[src/rtl/theremin_sensor_pkg.sv]
// Shared types and sizing helpers for the theremin sensor transmit/measure pair.
// Latency: n/a (declarations only).
// Backpressure: n/a.
package theremin_sensor_pkg;

  // Generator control states: stopped, driving the high half, driving the low half.
  typedef enum logic [1:0] {
    IDLE = 2'd0,
    HIGH = 2'd1,
    LOW  = 2'd2
  } gen_state_t;

  // Number of sub-CLK slots carried in one parallel sample word.
  function automatic int unsigned slots_per_clk(input int unsigned os_bits);
    return 32'd1 << os_bits;
  endfunction

  // Width of a period/duration value in slots (integer CLK part + slot fraction).
  function automatic int unsigned period_width(input int unsigned counter_bits,
                                               input int unsigned os_bits);
    return counter_bits + os_bits;
  endfunction

endpackage

[src/rtl/period_word_shaper.sv]
// Builds one sample word: first rem_i slots at level_i, remaining slots at the opposite level.
// Latency: combinational.
// Backpressure: none.
// Ports: level_i   level of the current half
//        rem_i     slots left in the current half at word start (>= S means whole word)
//        kill_tail_i  force slots after the toggle to 0 (stopping at the end of a period)
//        prev_msb_i   last slot of the previous word, for edge detection across words
//        word_o    sample word, bit 0 earliest; edge_o 1 if the word contains a rising edge
module period_word_shaper #(
  parameter int unsigned S  = 8,
  parameter int unsigned RW = 16
) (
  input  logic          level_i,
  input  logic [RW-1:0] rem_i,
  input  logic          kill_tail_i,
  input  logic          prev_msb_i,
  output logic [S-1:0]  word_o,
  output logic          edge_o
);

  always_comb begin
    word_o = '0;
    for (int i = 0; i < int'(S); i++) begin
      if (int'(rem_i) > i) word_o[i] = level_i;
      else                 word_o[i] = ~level_i & ~kill_tail_i;
    end
    // Rising edge either at the word boundary or between two adjacent slots.
    edge_o = word_o[0] & ~prev_msb_i;
    for (int i = 0; i < int'(S) - 1; i++) begin
      if (!word_o[i] && word_o[i+1]) edge_o = 1'b1;
    end
  end

endmodule

[src/rtl/oversampling_period_generator.sv]
// Square-wave generator with slot-resolution period, one S-slot sample word per CLK for an OSERDES.
// Latency: 1 CLK from internal state to SAMPLES_OUT/EDGE_FLAG (registered outputs).
// Backpressure: none; PERIOD_WR is fire-and-forget, last write before a rising edge wins.
// Ports: CLK, RESET (sync, active high), ENABLE (stop is glitch-free at end of period),
//        PERIOD_IN/PERIOD_WR (period in slots, clamped to >= 2*S), SAMPLES_OUT (bit 0 earliest),
//        EDGE_FLAG (word holds a rising edge), BUSY (generator not idle).
module oversampling_period_generator
  import theremin_sensor_pkg::*;
#(
  parameter int unsigned COUNTER_BITS      = 12,
  parameter int unsigned OVERSAMPLING_BITS = 3,
  localparam int unsigned S = slots_per_clk(OVERSAMPLING_BITS),
  localparam int unsigned W = period_width(COUNTER_BITS, OVERSAMPLING_BITS)
) (
  input  logic         CLK,
  input  logic         RESET,
  input  logic         ENABLE,
  input  logic [W-1:0] PERIOD_IN,
  input  logic         PERIOD_WR,
  output logic [S-1:0] SAMPLES_OUT,
  output logic         EDGE_FLAG,
  output logic         BUSY
);

  localparam int unsigned    RW         = W + 1;
  localparam logic [W-1:0]  MIN_PERIOD = W'(2 * S);
  localparam logic [RW-1:0] S_R        = RW'(S);

  gen_state_t    state_q, state_d;
  logic [RW-1:0] rem_q, rem_d;
  logic [W-1:0]  pend_q, pend_d;
  logic [W-1:0]  act_q, act_d;
  logic          stop_q, stop_d;
  logic [S-1:0]  samples_q, samples_d;
  logic          edge_q, edge_d;

  // Halves: high gets floor(P/2), low gets the rest (odd periods have the longer low).
  logic [W-1:0]  act_high, act_low, pend_high;
  assign act_high  = act_q >> 1;
  assign act_low   = act_q - act_high;
  assign pend_high = pend_q >> 1;

  logic          level, toggle, kill_tail, shaped_edge;
  logic [RW-1:0] gap;
  logic [S-1:0]  shaped;

  always_comb begin
    level  = (state_q == HIGH);
    // The current half ends inside (or exactly at the end of) this word.
    toggle = (state_q != IDLE) && (rem_q <= S_R);
    // Slots of the new half already consumed in this word; only used when toggling.
    gap    = S_R - rem_q;
    // A stop request survives until the end of the period unless ENABLE returns during LOW.
    stop_d = stop_q;
    if (state_q == IDLE)     stop_d = 1'b0;
    else if (!ENABLE)        stop_d = 1'b1;
    else if (state_q == LOW) stop_d = 1'b0;
    kill_tail = (state_q == LOW) && toggle && stop_d;
  end

  period_word_shaper #(.S(S), .RW(RW)) u_shaper (
    .level_i     (level),
    .rem_i       (rem_q),
    .kill_tail_i (kill_tail),
    .prev_msb_i  (samples_q[S-1]),
    .word_o      (shaped),
    .edge_o      (shaped_edge)
  );

  always_comb begin
    state_d   = state_q;
    rem_d     = rem_q;
    act_d     = act_q;
    pend_d    = pend_q;
    samples_d = '0;
    edge_d    = 1'b0;

    if (PERIOD_WR) pend_d = (PERIOD_IN < MIN_PERIOD) ? MIN_PERIOD : PERIOD_IN;

    case (state_q)
      IDLE: begin
        if (ENABLE) begin
          state_d = HIGH;
          act_d   = pend_q;
          rem_d   = RW'(pend_high);
        end
      end
      HIGH: begin
        samples_d = shaped;
        edge_d    = shaped_edge;
        if (toggle) begin
          state_d = LOW;
          rem_d   = RW'(act_low) - gap;
        end else begin
          rem_d   = rem_q - S_R;
        end
      end
      LOW: begin
        samples_d = shaped;
        edge_d    = shaped_edge;
        if (toggle) begin
          if (stop_d) begin
            state_d = IDLE;
          end else begin
            // Rising edge: the pending period takes effect from here.
            state_d = HIGH;
            act_d   = pend_q;
            rem_d   = RW'(pend_high) - gap;
          end
        end else begin
          rem_d   = rem_q - S_R;
        end
      end
      default: state_d = IDLE;
    endcase
  end

  always_ff @(posedge CLK) begin
    if (RESET) begin
      state_q   <= IDLE;
      rem_q     <= '0;
      pend_q    <= MIN_PERIOD;
      act_q     <= MIN_PERIOD;
      stop_q    <= 1'b0;
      samples_q <= '0;
      edge_q    <= 1'b0;
    end else begin
      state_q   <= state_d;
      rem_q     <= rem_d;
      pend_q    <= pend_d;
      act_q     <= act_d;
      stop_q    <= stop_d;
      samples_q <= samples_d;
      edge_q    <= edge_d;
    end
  end

  assign SAMPLES_OUT = samples_q;
  assign EDGE_FLAG   = edge_q;
  assign BUSY        = (state_q != IDLE);

endmodule

[config.mk]
export PLATFORM = sky130hd
export DESIGN_NAME = oversampling_period_generator
export DESIGN_NICKNAME = d
export VERILOG_FILES = /design/src/rtl/theremin_sensor_pkg.sv /design/src/rtl/period_word_shaper.sv /design/src/rtl/oversampling_period_generator.sv
export SDC_FILE = /design/constraint.sdc
export NUM_CORES = 1
export LEC_CHECK = 0
export BUFFER_PORTS_ARGS = -buffer_cell sky130_fd_sc_hd__buf_2
export CAP_MARGIN = 20
export CORE_UTILIZATION = 53
export CTS_BUF_LIST = sky130_fd_sc_hd__clkbuf_8
export CTS_CLUSTER_DIAMETER = 120
export CTS_CLUSTER_SIZE = 10
export DETAILED_ROUTE_END_ITERATION = 8
export GPL_TIMING_DRIVEN = 0
export PLACE_DENSITY = 0.82
export SLEW_MARGIN = 20
export SYNTH_ARGS = -nofsm -noshare
export SYNTH_HDL_FRONTEND = slang
export SYNTH_SLANG_ARGS = --single-unit
[constraint.sdc]
create_clock -name CLK -period 6.9 [get_ports CLK]
set_input_delay 0 -clock CLK [delete_from_list [all_inputs] [get_ports CLK]]
set_output_delay 0 -clock CLK [all_outputs]
set_load 0.02 [all_outputs]
* Yosys cells after proc, flatten, opt, wreduce, memory -nomap -nowiden *
Index checks and enable logic that the tools add are counted.

operators by class
  add/sub/neg operators = 5
  order comparisons = 10
  eq/ne operators = 7
  muxes and demuxes = 33
  bitwise operators = 6
  reduce and logical (&&, ||, !) cells = 26

operators by type and width
  kind                     number
  $gt A16 B3 Y1 const B    4
  $mux W16                 4
  $mux W15                 4
  $pmux W16 S3             1
  $gt A16 B1 Y1 const B    2
  $gt A16 B2 Y1 const B    2
  $pmux W15 S2             1
  $mux W1                  19
  $le A16 B4 Y1 const B    1
  $sub A14 B16 Y16         1
  $sub A15 B16 Y16         1
  $sub A16 B4 Y16 const B  1
  $sub A4 B16 Y16 const A  1
  $lt A15 B5 Y1 const B    1
  $sub A15 B14 Y15         1
  $logic_and A1 B1 Y1      10
  $ne A2 B2 Y1 const B     4
  $logic_not A1 Y1         7
  $mux W2                  3
  $pmux W2 S3              1
  $reduce_and A3 Y1        2
  $not A1 Y1               4
  $reduce_and A4 Y1        1
  $reduce_bool A2 Y1       2
  other kinds (7)          9

word-level totals
  register bits = 58
  bits of input ports = 19
  output and inout bits = 10

* Longest topological paths before layout *
  depth after elaboration = 17
  depth in mapped cells = 17
  gate-level depth less buffers = 17

* Cells and area by module *
Synthesis repeated with hierarchy kept, for this count alone.

second synthesis, totals
  cells, all modules = 652
  area, all modules = 5253.8 um^2

modules (own cells, without submodules)
  module                         times used  cells each  area each (um^2)  seq. area each (um^2)
  oversampling_period_generator  1           624         4991.0            1141.1
  period_word_shaper             1           28          262.8             0.0

* Worst setup path after synthesis *
OpenSTA, ideal clock, no wires.

  kind = register to register
  from = register act_q[0]
  to = register rem_q[13]
  arrival = 3.342 ns
  data required time = 6.774 ns
  slack = 3.432 ns
  stages on the path, launching flop included = 18
  path buffers = 0
  clock period less this slack = 3.468 ns
  cell sequence = dfxtp_1 > inv_1 > ha_1 > fa_1 > nor2b_1 > o21a_1 > o21ai_0 > a21oi_1 > a21oi_1 > xnor2_1 > ha_1 > a21o_1 > a21oi_1 > a2bb2oi_1 > o311ai_0 > a211o_1 > a41oi_1 > o211ai_1

on the way
  word-level cells in the longest chain between the ends = 4

ends and longest elaborated chain
  item                    RTL line                              text
  start, declared         oversampling_period_generator.sv:32   logic [W-1:0] act_q, act_d;
  start signal, assigned  oversampling_period_generator.sv:131  act_q <= act_d;
  $sub A15 B14 Y15        oversampling_period_generator.sv:40   assign act_low = act_q - act_high;
  $sub A15 B16 Y16        oversampling_period_generator.sv:93   rem_d = RW'(act_low) - gap;
  $mux W16                oversampling_period_generator.sv:91   if (toggle) begin
  $pmux W16 S3            oversampling_period_generator.sv:80   case (state_q)
  end signal, assigned    oversampling_period_generator.sv:129  rem_q <= rem_d;
  end, declared           oversampling_period_generator.sv:30   logic [RW-1:0] rem_q, rem_d;

Every way passes these cells.
A chain may end at the register's enable or synchronous reset.

* Worst setup path after layout *
  from = register rem_q[4]
  to = register rem_q[13]

on the way
  word-level cells in the longest chain between the ends = 5

ends and longest elaborated chain
  item              RTL line                              text
  $sub A4 B16 Y16   oversampling_period_generator.sv:52   gap = S_R - rem_q;
  $sub A14 B16 Y16  oversampling_period_generator.sv:108  rem_d = RW'(pend_high) - gap;
  $mux W16          oversampling_period_generator.sv:102  if (stop_d) begin
  $mux W16          oversampling_period_generator.sv:101  if (toggle) begin
  $pmux W16 S3      oversampling_period_generator.sv:80

Several ways; a longest one is shown, not always the timed one. The select of a mux whose other input is x is not followed.

==> impl_results.md <==
* Pwr Density at 297 mW/mm^2
* DP Cell Count at 866
* Crit path launch type: flop
* DRT antenna net count at 0
* Sw Pwr at 804 uW
* Worst-path clk slew at 80 ps
* CTS Buf Count at 9
* Rel. slew slack at between 20% and 30%
* CP Buf/Inv Count at 1
* HP Class: input port to flop
* RSZ-0062 raised after global routing: no
* Final period utilization at 59.0%
* Vias in the first global route at 5572
* Largest net degree at the start of global routing at 11
* Initial antenna violation count at 0
* Core Region at 0.00986 mm^2
* Kind of critical path: flop to flop
* Yosys warns at 0
* Row count at 36
* Die H at 103 um
* Synth Net Count at 783
* # IOs at 29
* Hold Worst Slack at 50.6 ps
* Total power at 1.82 mW
* Initial Utilization at 55.1%
* Top cell type's share of synthesized area at 21.0%
* Critical path endpoint category: flop
* Wire per inst at 18.6 um
* Post-DP Area at 0.00573 mm^2
* Setup_tns at 0 ps
* Root Driver: clkbuf_8
* Count of TritonRoute iterations in the first routing pass at 5
* WL final at about 17000 um
* Switch share at 44.2%
* Fin util at slightly above 60%
* Antenna diode count at 0
* Clock sink total at 57
* # DRC at 0
* DP Worst Slack at 2910 ps
* Worst Tran Pin Value at 1090 ps
* EDFF count, synth at 0
* Crit path max-delay cell type: nor4b_1
* Clk_lat worst skew at around 360 ps
* Worst EP arrival at between 4000 and 5000 ps
* Routability congestion estimate at 0.959
* Fmax achieved at ~250 MHz
* IO Port Bufs at 26
* Max-cap violations at 0
* Status: complete, no violations
* Clock tree buffer depth at 2
* Critical Path, Cell by Cell: inv_1, ha_1, nor4b_1, nor2_1, nor3_1, nand2_1, xnor2_1, ha_1, a21oi_1, nor2b_1, or2_2, a21oi_1, a21o_1, or4b_1, o211ai_1
* Die area at 0.0107 mm^2
* Fin cells at 898
* Post-route setup slack at 2830 ps
* DP Wirelength at roughly 12000 um
* Final Hold Viols at 0
* DR vias at between 5000 and 6000
* Combinational group share of total power at 57.2%
* Post-route cell area at 0.00614 mm^2
* Tmin final at 4070 ps
* Clock power share at 22.1%
* Most frequent cells after synthesis: 77 x nor2_1, 57 x dfxtp_1, 54 x ha_1
* TritonCTS clock tree: built
* Vias/cell at between 6 and 7
* GRT Residual Overflow at 0
* Kind of cell adding the most delay to the critical path: simple AND/OR/NAND/NOR gates
* Cell Area, Synth at roughly 0.0054 mm^2
* Leakage power total at 2.55 nW
* Synthesized flop and latch total at 57
* Initial DRC count at around 450
* CP max stage delay at roughly 500 ps
* Worst Path Max Fanout at 6
* Most numerous cell in the Yosys netlist: nor2_1
* Final nets at 836
* Primary FF master, synth: dfxtp_1
* Distinct cells, synth at 67
* Global-route wire length before repair at between 20000 and 30000 um
* Synth area leader: dfxtp_1
* H-tree levels at 3
* Layout cells sized above 1 at between 7 and 8%
* Top cells by area, synth: dfxtp_1 21%, ha_1 12%, mux2i_1 5.3%, nor2_1 5.3%, xnor2_1 5.3%
* Postcts setup bufs at 0
* Gr usage total at 33.4%
* Die X-Extent at 103 um
* Area added between synthesis and finish at 12.9%
* WP data required at 7190 ps
* IR drop worst, VDD at 0.175 mV
* Pint at 1.02 mW
* Sequential Power Share at around 21%
* Synth async-reset ratio at 0%
* Synthesized instance count at 707
* Syn Area/Cell at 7.69 um^2
* Final setup skew at 10.8 ps
* Final Max Tran Viols at 0
* Sequential area share after synthesis at between 20% and 30%
* Final setup viols at 0
## kinds of logic (layout without fill, tap and decap cells)
kind of cell	Yosys count	count (layout)	share of synthesized area, %
buf+inv	76	134	5.59
simple gates	251	251	23.0
mux	31	31	5.75
fa+ha+maj	57	57	13.5
xor+xnor	43	43	6.93
compound gates	192	192	24.2
flops	57	57	21.0
## final cells by class
class / instances / area [um^2]
tap: 133 / 166
inverter: 46 / 173
timing repair buffer: 42 / 290
sequential: 57 / 1140
fill: 867 / 3730
multi-input combinational: 574 / 3990
buffer: 30 / 131
clock buffer: 10 / 138
clock inverter: 6 / 106
## worst reg2reg max path, delay by kind of cell, from the launching register on
kind / cells / cell delay (ps)
compound gates: 4 / 700
buf+inv: 1 / 140
fa+ha+maj: 2 / 530
flops: 1 / 350
xor+xnor: 1 / 280
simple gates: 7 / 2010
## layout by cell type (no fill, tap or decap), drive strengths merged, types with 6 or more instances in the layout
master,instances
clkbuf,33
xor2,10
a311oi,6
a21o,6
inv,46
o21a,13
or3,12
or2,6
ha,54
nand2b,8
dfxtp,57
a21oi,43
a211o,6
o21ai,33
and3,10
mux2i,29
nor2,77
a31oi,8
nand3,22
o211ai,6
nor2b,7
a211oi,11
dlygate4sd3,16
o2111ai,8
nor3,33
nor4,11
o22ai,7
nand2,44
o31ai,6
xnor2,33
buf,33
## final timing paths
check | depth (start not counted) | from | to | slack [ps]
setup / recovery | 15 | rem_q[4] | rem_q[13] | 2830
hold / removal | 3 | ENABLE | state_q[0] | 50
setup reg to reg | 15 | rem_q[4] | rem_q[13] | 2830
hold reg to reg | 2 | act_q[0] | act_q[0] | 500
## repair_timing
item                      CTS  global route
hold endpoints to repair   15             0
resized for setup           0             0
hold buffers               16             0
## power by group through the flow
stage | Clock, mW | Sequential (mW) | Combinational [mW]
finish | 0.402 | 0.376 | 1.04
global route | 0.414 | 0.379 | 1.15
CTS | 0.402 | 0.375 | 1.01
detailed placement | 0 | 0.382 | 0.997
global placement | 0 | 0.381 | 0.966
floorplan | 0 | 0.377 | 0.779
## per-layer routing
| metal | share of wire, % | vias to the layer above | global-route usage (%) |
|---|---|---|---|
| li1 | - | 2715 | - |
| met3 | 8.7 | 56 | 6.85 |
| met1 | 41 | 2675 | 39.5 |
| met4 | 3.5 | 0 | 15.1 |
| met5 | 0 | - | 0 |
| met2 | 47 | 254 | 58.4 |
## state kept, by name, summed over array words and instances, names as in the netlist
| signal | cells |
|---|---|
| rem_q | 16 |
| act_q | 15 |
| pend_q | 15 |
| SAMPLES_OUT | 8 |
| state_q | 2 |
| EDGE_FLAG | 1 |
(Power assumes the default switching activity.)
